### config.mk
export PLATFORM = sky130hd
export DESIGN_NAME = uart_tx_queue
export DESIGN_NICKNAME = d
export VERILOG_FILES = /design/src/rtl/uart_pkg.sv /design/src/rtl/sync_fifo.sv /design/src/rtl/uart_tx_queue.sv
export SDC_FILE = /design/constraint.sdc
export NUM_CORES = 1
export LEC_CHECK = 0
export BUFFER_PORTS_ARGS = -buffer_cell sky130_fd_sc_hd__clkbuf_2
export CAP_MARGIN = 20
export CORE_UTILIZATION = 33
export DETAILED_ROUTE_END_ITERATION = 16
export PLACE_DENSITY = 0.52
export SLEW_MARGIN = 20
export SYNTH_ARGS = -nofsm -noshare
export SYNTH_HDL_FRONTEND = slang
export SYNTH_SLANG_ARGS = --single-unit
export TNS_END_PERCENT = 100
### constraint.sdc
create_clock -name clk -period 3.9 [get_ports clk]
set_input_delay 0.39 -clock clk [delete_from_list [all_inputs] [get_ports clk]]
set_output_delay 0.39 -clock clk [all_outputs]
set_load 0.01 [all_outputs]
### src/rtl/uart_pkg.sv
// Shared UART definitions: word width, idle line level and frame-state encodings.
package uart_pkg;

    localparam int   UART_DATA_BITS  = 16;
    localparam logic UART_IDLE_LEVEL = 1'b1;

    typedef enum logic [2:0] {
        ST_IDLE   = 3'd0,
        ST_START  = 3'd1,
        ST_DATA   = 3'd2,
        ST_PARITY = 3'd3,
        ST_STOP   = 3'd4
    } uart_state_e;

endpackage

### src/rtl/sync_fifo.sv
// Single-clock FIFO with occupancy count. Read data is the head entry, valid
// whenever the FIFO is non-empty. Pushes while full and pops while empty are ignored.
module sync_fifo #(
    parameter int WIDTH = 16,
    parameter int DEPTH = 4
) (
    input  logic                   clk,
    input  logic                   rst_n,
    input  logic                   push_i,
    input  logic                   pop_i,
    input  logic [WIDTH-1:0]       wdata_i,
    output logic [WIDTH-1:0]       rdata_o,
    output logic                   full_o,
    output logic                   empty_o,
    output logic [$clog2(DEPTH):0] count_o
);

    localparam int AW = $clog2(DEPTH);

    logic [WIDTH-1:0] mem_q [DEPTH];
    logic [AW-1:0]    wr_q;
    logic [AW-1:0]    rd_q;
    logic [AW:0]      count_q;
    logic             do_push;
    logic             do_pop;

    assign full_o  = (count_q == (AW+1)'(DEPTH));
    assign empty_o = (count_q == '0);
    assign count_o = count_q;
    assign rdata_o = mem_q[rd_q];
    assign do_push = push_i && !full_o;
    assign do_pop  = pop_i && !empty_o;

    // Pointer and occupancy bookkeeping; push and pop together leave count unchanged.
    always_ff @(posedge clk) begin
        if (!rst_n) begin
            wr_q    <= '0;
            rd_q    <= '0;
            count_q <= '0;
        end else begin
            if (do_push) wr_q <= wr_q + AW'(1);
            if (do_pop)  rd_q <= rd_q + AW'(1);
            if (do_push && !do_pop)      count_q <= count_q + (AW+1)'(1);
            else if (do_pop && !do_push) count_q <= count_q - (AW+1)'(1);
        end
    end

    // Storage array; data only, no reset needed.
    always_ff @(posedge clk) begin
        if (do_push) mem_q[wr_q] <= wdata_i;
    end

endmodule

### src/rtl/uart_tx_queue.sv
// Buffered 16-bit UART transmitter: FIFO-fed, back-to-back frames of
// start bit, 16 data bits LSB first, optional even parity, stop bit.
// Optional feature: define UART_TXQ_PARITY_EN to insert an even-parity bit.
// Line outputs are registered from the FSM state, so the line lags the state by one cycle.
module uart_tx_queue
    import uart_pkg::*;
#(
    parameter int CLKS_PER_BIT = 435,
    parameter int DEPTH        = 4
) (
    input  logic                      clk,
    input  logic                      rst_n,
    input  logic [UART_DATA_BITS-1:0] din,
    input  logic                      valid,
    output logic                      ready,
    output logic                      dout,
    output logic                      active,
    output logic                      done,
    output logic [$clog2(DEPTH):0]    count
);

    localparam int            TW       = $clog2(CLKS_PER_BIT);
    localparam int            BW       = $clog2(UART_DATA_BITS);
    localparam logic [TW-1:0] BIT_LAST = TW'(CLKS_PER_BIT - 1);
    localparam logic [BW-1:0] IDX_LAST = BW'(UART_DATA_BITS - 1);

    uart_state_e               state_q;
    logic [TW-1:0]             timer_q;
    logic [BW-1:0]             bit_q;
    logic [UART_DATA_BITS-1:0] shift_q;
    logic                      dout_q;
    logic                      active_q;
    logic                      done_q;

    logic [UART_DATA_BITS-1:0] fifo_rdata;
    logic                      fifo_full;
    logic                      fifo_empty;
    logic                      bit_end;
    logic                      pop;

`ifdef UART_TXQ_PARITY_EN
    logic parity_q;
`endif

    assign bit_end = (timer_q == BIT_LAST);
    // Pop when idle, or on the final stop-bit cycle so the next frame follows with no gap.
    assign pop     = !fifo_empty && ((state_q == ST_IDLE) || ((state_q == ST_STOP) && bit_end));
    assign ready   = !fifo_full;
    assign dout    = dout_q;
    assign active  = active_q;
    assign done    = done_q;

    sync_fifo #(
        .WIDTH (UART_DATA_BITS),
        .DEPTH (DEPTH)
    ) u_fifo (
        .clk     (clk),
        .rst_n   (rst_n),
        .push_i  (valid),
        .pop_i   (pop),
        .wdata_i (din),
        .rdata_o (fifo_rdata),
        .full_o  (fifo_full),
        .empty_o (fifo_empty),
        .count_o (count)
    );

    // Frame FSM with bit timer, bit index and registered line outputs.
    always_ff @(posedge clk) begin
        if (!rst_n) begin
            state_q  <= ST_IDLE;
            timer_q  <= '0;
            bit_q    <= '0;
            dout_q   <= UART_IDLE_LEVEL;
            active_q <= 1'b0;
            done_q   <= 1'b0;
        end else begin
            active_q <= (state_q != ST_IDLE);
            done_q   <= (state_q == ST_STOP) && bit_end;
            timer_q  <= bit_end ? '0 : timer_q + TW'(1);
            case (state_q)
                ST_START: dout_q <= 1'b0;
                ST_DATA:  dout_q <= shift_q[0];
`ifdef UART_TXQ_PARITY_EN
                ST_PARITY: dout_q <= parity_q;
`endif
                default:  dout_q <= UART_IDLE_LEVEL;
            endcase
            case (state_q)
                ST_IDLE: begin
                    timer_q <= '0;
                    if (pop) begin
                        state_q <= ST_START;
                        bit_q   <= '0;
                    end
                end
                ST_START: begin
                    if (bit_end) state_q <= ST_DATA;
                end
                ST_DATA: begin
                    if (bit_end) begin
                        bit_q <= bit_q + BW'(1);
                        if (bit_q == IDX_LAST) begin
`ifdef UART_TXQ_PARITY_EN
                            state_q <= ST_PARITY;
`else
                            state_q <= ST_STOP;
`endif
                        end
                    end
                end
`ifdef UART_TXQ_PARITY_EN
                ST_PARITY: begin
                    if (bit_end) state_q <= ST_STOP;
                end
`endif
                ST_STOP: begin
                    if (bit_end) begin
                        if (pop) begin
                            state_q <= ST_START;
                            bit_q   <= '0;
                        end else begin
                            state_q <= ST_IDLE;
                        end
                    end
                end
                default: state_q <= ST_IDLE;
            endcase
        end
    end

    // Shift register loads the popped word and shifts right at each data-bit boundary.
    always_ff @(posedge clk) begin
        if (pop) begin
            shift_q <= fifo_rdata;
        end else if ((state_q == ST_DATA) && bit_end) begin
            shift_q <= {1'b0, shift_q[UART_DATA_BITS-1:1]};
        end
    end

`ifdef UART_TXQ_PARITY_EN
    // Even parity of the popped word, captured alongside it.
    always_ff @(posedge clk) begin
        if (pop) parity_q <= ^fifo_rdata;
    end
`endif

endmodule

==> Implementation_results.wiki <==
{| class="wikitable"
! Metric !! Value
|-
| Final weighted congestion in routability-driven placement || 0.759
|-
| Gates resized, CTS repair || 0
|-
| Congestion Overflow GR || 0
|-
| Clock latency reported for the late side of the worst-skew pair || 340 ps
|-
| Fmax || 350 MHz
|-
| Slowest cell on crit path || dfxtp_1
|-
| Post-synthesis register bit count || 108
|-
| Power, Total || 3.28 mW
|-
| Number of distinct standard cells referenced by the synthesized netlist || 47
|-
| Number of buffers added by the clock tree synthesis step || 9
|-
| Pin count of the biggest net entering global routing || 21
|-
| Status || completed
|-
| Share of power burned in registers || 48.9%
|-
| Clk buf depth || 2
|-
| Fraction of power consumed by the clock network || 26.2%
|-
| Final Skew || 5.72 ps
|-
| Largest voltage drop on the vdd net || 0.297 mV
|-
| Slack of the critical path || 1040 ps
|-
| DIE AREA || 13,600 sq um
|-
| Proportion of layout cells with a drive suffix above 1 || 25.2%
|-
| Largest fanout on the critical path || 19
|-
| Share of flip-flops with an asynchronous set or reset after synthesis || 0%
|-
| IO Count || 26
|-
| Type of origin of the critical path || register
|-
| Routed wire length || 7440 microns
|-
| First-pass GRT wire length || 12,000 microns
|-
| Part of the Yosys area used for sequential elements || 68.2%
|-
| Initial Utilization || 34.1%
|-
| Total power divided by cell area || 666 nW/um^2
|-
| Worst slew pin tran || 913 ps
|-
| Cells along the critical path || inv_1 -> ha_1 -> and4b_1 -> and4_4 -> o21ai_4 -> buf_4 -> ha_1 -> inv_1 -> fa_1 -> xor2_1 -> or3_1 -> a21oi_1
|-
| Total nets after synthesis || 296
|-
| Most common library cell in the layout ignoring fill and taps || edfxtp_1
|-
| Post-layout util || 38.7%
|-
| RSZ-0062 raised after global routing || no
|-
| Clock transition at the registers of the reported paths || 70 ps
|-
| TritonCTS clock tree || done
|-
| Quantity of hold-fixing buffers added after cts || 0
|-
| Top library cells by usage in the layout, fill and taps aside || edfxtp_1, dfxtp_1, clkbuf_2, nor2_1, mux4_2
|-
| Setup WS pre-CTS || 1040 ps
|-
| Min-Delay Startpoint || din[11]
|-
| Max transition margin || 39.1%
|-
| Routed length per instance || 15.7 microns
|-
| Fillcell total || 1,262
|-
| CTS H-Tree Depth || 3
|-
| Final Net Count || 325
|-
| Count of pins over their slew limit || 0
|-
| Power share of the combinational group || 24.9%
|-
| Portion of the clock cycle consumed by the worst path in the final layout || 73.2%
|-
| DRC violation total after the first TritonRoute iteration || 127
|-
| Aggregate negative setup slack || 0 ps
|-
| Worst hold path class || in -> reg
|-
| Vias per cell || 4.70
|-
| Die height || 117 microns
|-
| Via total after detailed routing || 2,228
|-
| Number of enable flip-flop cells after synthesis || 80
|-
| Post-synth top flop || edfxtp_1
|-
| Number of DRC violations after detailed routing || 0
|-
| Max-Cap Viols || 0
|-
| Number of cell rows || 41
|-
| Clock root buffer master || clkbuf_16
|-
| Net switching power figure || 0.915 mW
|-
| Area of the multi-input gates || 1300 sq um
|-
| Crit path launch || timer_q[0]
|-
| Worst setup path class || reg -> reg
|-
| Antenna violations before repair || 0
|-
| Worst path max stage delay || 400 ps
|-
| Post-layout minimum cycle time || 2860 ps
|-
| Total inserted antenna cells || 0
|-
| TritonRoute pass-1 iters || 4
|-
| Sw Ratio || 27.9%
|-
| Total standard cell area after synthesis || 4340 sq um
|-
| Clock sink count || 108
|-
| Final HPWL from detailed placement || 4610 microns
|-
| Syn avg cell area || 16.2 sq um
|-
| Leakage power figure || 1.68 nW
|-
| Total area of sequential cells || 2960 sq um
|-
| Setup violators final || 0
|-
| Quantity of I/O buffers inserted on ports || 25
|-
| Post-synthesis to final-layout area growth || 13.4%
|-
| Area of the core region || 12,700 sq um
|-
| Synth Instances || 268
|-
| Width of the die || 117 microns
|-
| Arrival time at the worst endpoint || 3130 ps
|-
| Startpoint of the worst register-to-register path || timer_q[0]
|-
| Final hold violations || 0
|-
| Antenna-violating nets left || 0
|-
| Setup crit end kind || register
|-
| Via count of the first global-routing pass || 2,275
|-
| Total Routing Usage GR || 12.1%
|-
| Number of setup buffers added after CTS || 0
|-
| Critical path required time || 4170 ps
|-
| Internal power of the cells || 2.37 mW
|-
| Count of synthesis-stage warnings from yosys || 0
|}
==> power groups by stage <==
stage / combinational [mW] / sequential [mW] / clock [mW]
after floorplan: 0.680 / 1.58 / 0
after global placement: 0.816 / 1.63 / 0
after detailed placement: 0.826 / 1.63 / 0
after CTS: 0.831 / 1.61 / 0.882
after global routing: 0.908 / 1.63 / 0.920
final: 0.817 / 1.61 / 0.858
==> flip-flops by register name, summed over array words and instances, names as in the netlist, 2 cells and up, named ones only <==
| name | flops |
|---|---|
| shift_q | 16 |
| state_q | 3 |
| u_fifo.mem_q | 64 |
| u_fifo.wr_q | 2 |
| timer_q | 9 |
| u_fifo.rd_q | 2 |
| bit_q | 4 |
| u_fifo.count_o | 3 |
==> cells in the mapped netlist, types with 2 or more instances <==
library cell | n | area [sq um]
a21oi_1 | 3 | 15.0
and2_1 | 4 | 25.0
buf_2 | 2 | 10.0
clkbuf_1 | 4 | 15.0
dfxtp_1 | 28 | 561
edfxtp_1 | 80 | 2400
ha_1 | 8 | 100
inv_1 | 8 | 30.0
mux2_2 | 9 | 101
mux2_4 | 6 | 90.1
mux2i_1 | 5 | 50.1
mux4_2 | 16 | 360
nand2_1 | 13 | 48.8
nand2b_1 | 4 | 25.0
nand3_1 | 4 | 20.0
nand4_1 | 3 | 18.8
nor2_1 | 24 | 90.1
nor2b_1 | 2 | 12.5
nor3_1 | 5 | 25.0
nor4_1 | 2 | 12.5
o22ai_1 | 2 | 12.5
or3_1 | 3 | 18.8
xnor2_1 | 7 | 61.3
xor2_1 | 3 | 26.3
==> through the flow <==
| stage | cells | hold slack (ps) | area (sq um) |
|---|---|---|---|
| floorplan | 268 | 441 | 4340 |
| global placement | 458 | 458 | 4640 |
| detailed placement | 458 | 484 | 4640 |
| CTS | 474 | 257 | 4920 |
| global route | 474 | 254 | 4920 |
| finish | 474 | 266 | 4920 |
==> layer usage <==
layer | GRT usage, % | routed length [microns]
met5 | 0 | 0
met4 | 4.14 | 117
met3 | 3.94 | 243
met2 | 19.6 | 3520
met1 | 15.3 | 3560
==> area by class of cell <==
type	count	share of cell area, %
clock inverter	7	1.02
tap	172	4.37
inverter	9	0.686
timing repair buffer	27	2.85
multi-input combinational	142	26.3
clock buffer	9	4.57
sequential	108	60.2
==> logic make-up (layout without fill, tap and decap cells) <==
logic type	Yosys count	count (layout)	synth area share, %
simple gates	70	70	8.01
flops	108	108	68.2
compound gates	17	17	2.94
xor+xnor	10	10	2.02
fa+ha+maj	9	9	2.77
mux	36	36	13.9
buf+inv	18	52	2.16
==> worst paths after layout <==
kind | depth (start not counted) | endpoint | slack, ps
setup / recovery | 12 | u_fifo.count_o[2] | 1040
hold / removal | 1 | u_fifo.mem_q[3][11] | 270
setup reg to reg | 12 | u_fifo.count_o[2] | 1040
hold reg to reg | 1 | timer_q[0] | 490
==> critical path, delay by kind of cell (launching register included) <==
kind / cells / cell delay, ps
xor+xnor: 1 / 160
flops: 1 / 400
buf+inv: 3 / 420
compound gates: 2 / 240
fa+ha+maj: 3 / 800
simple gates: 3 / 770
Power figures use the tool's default switching activity.
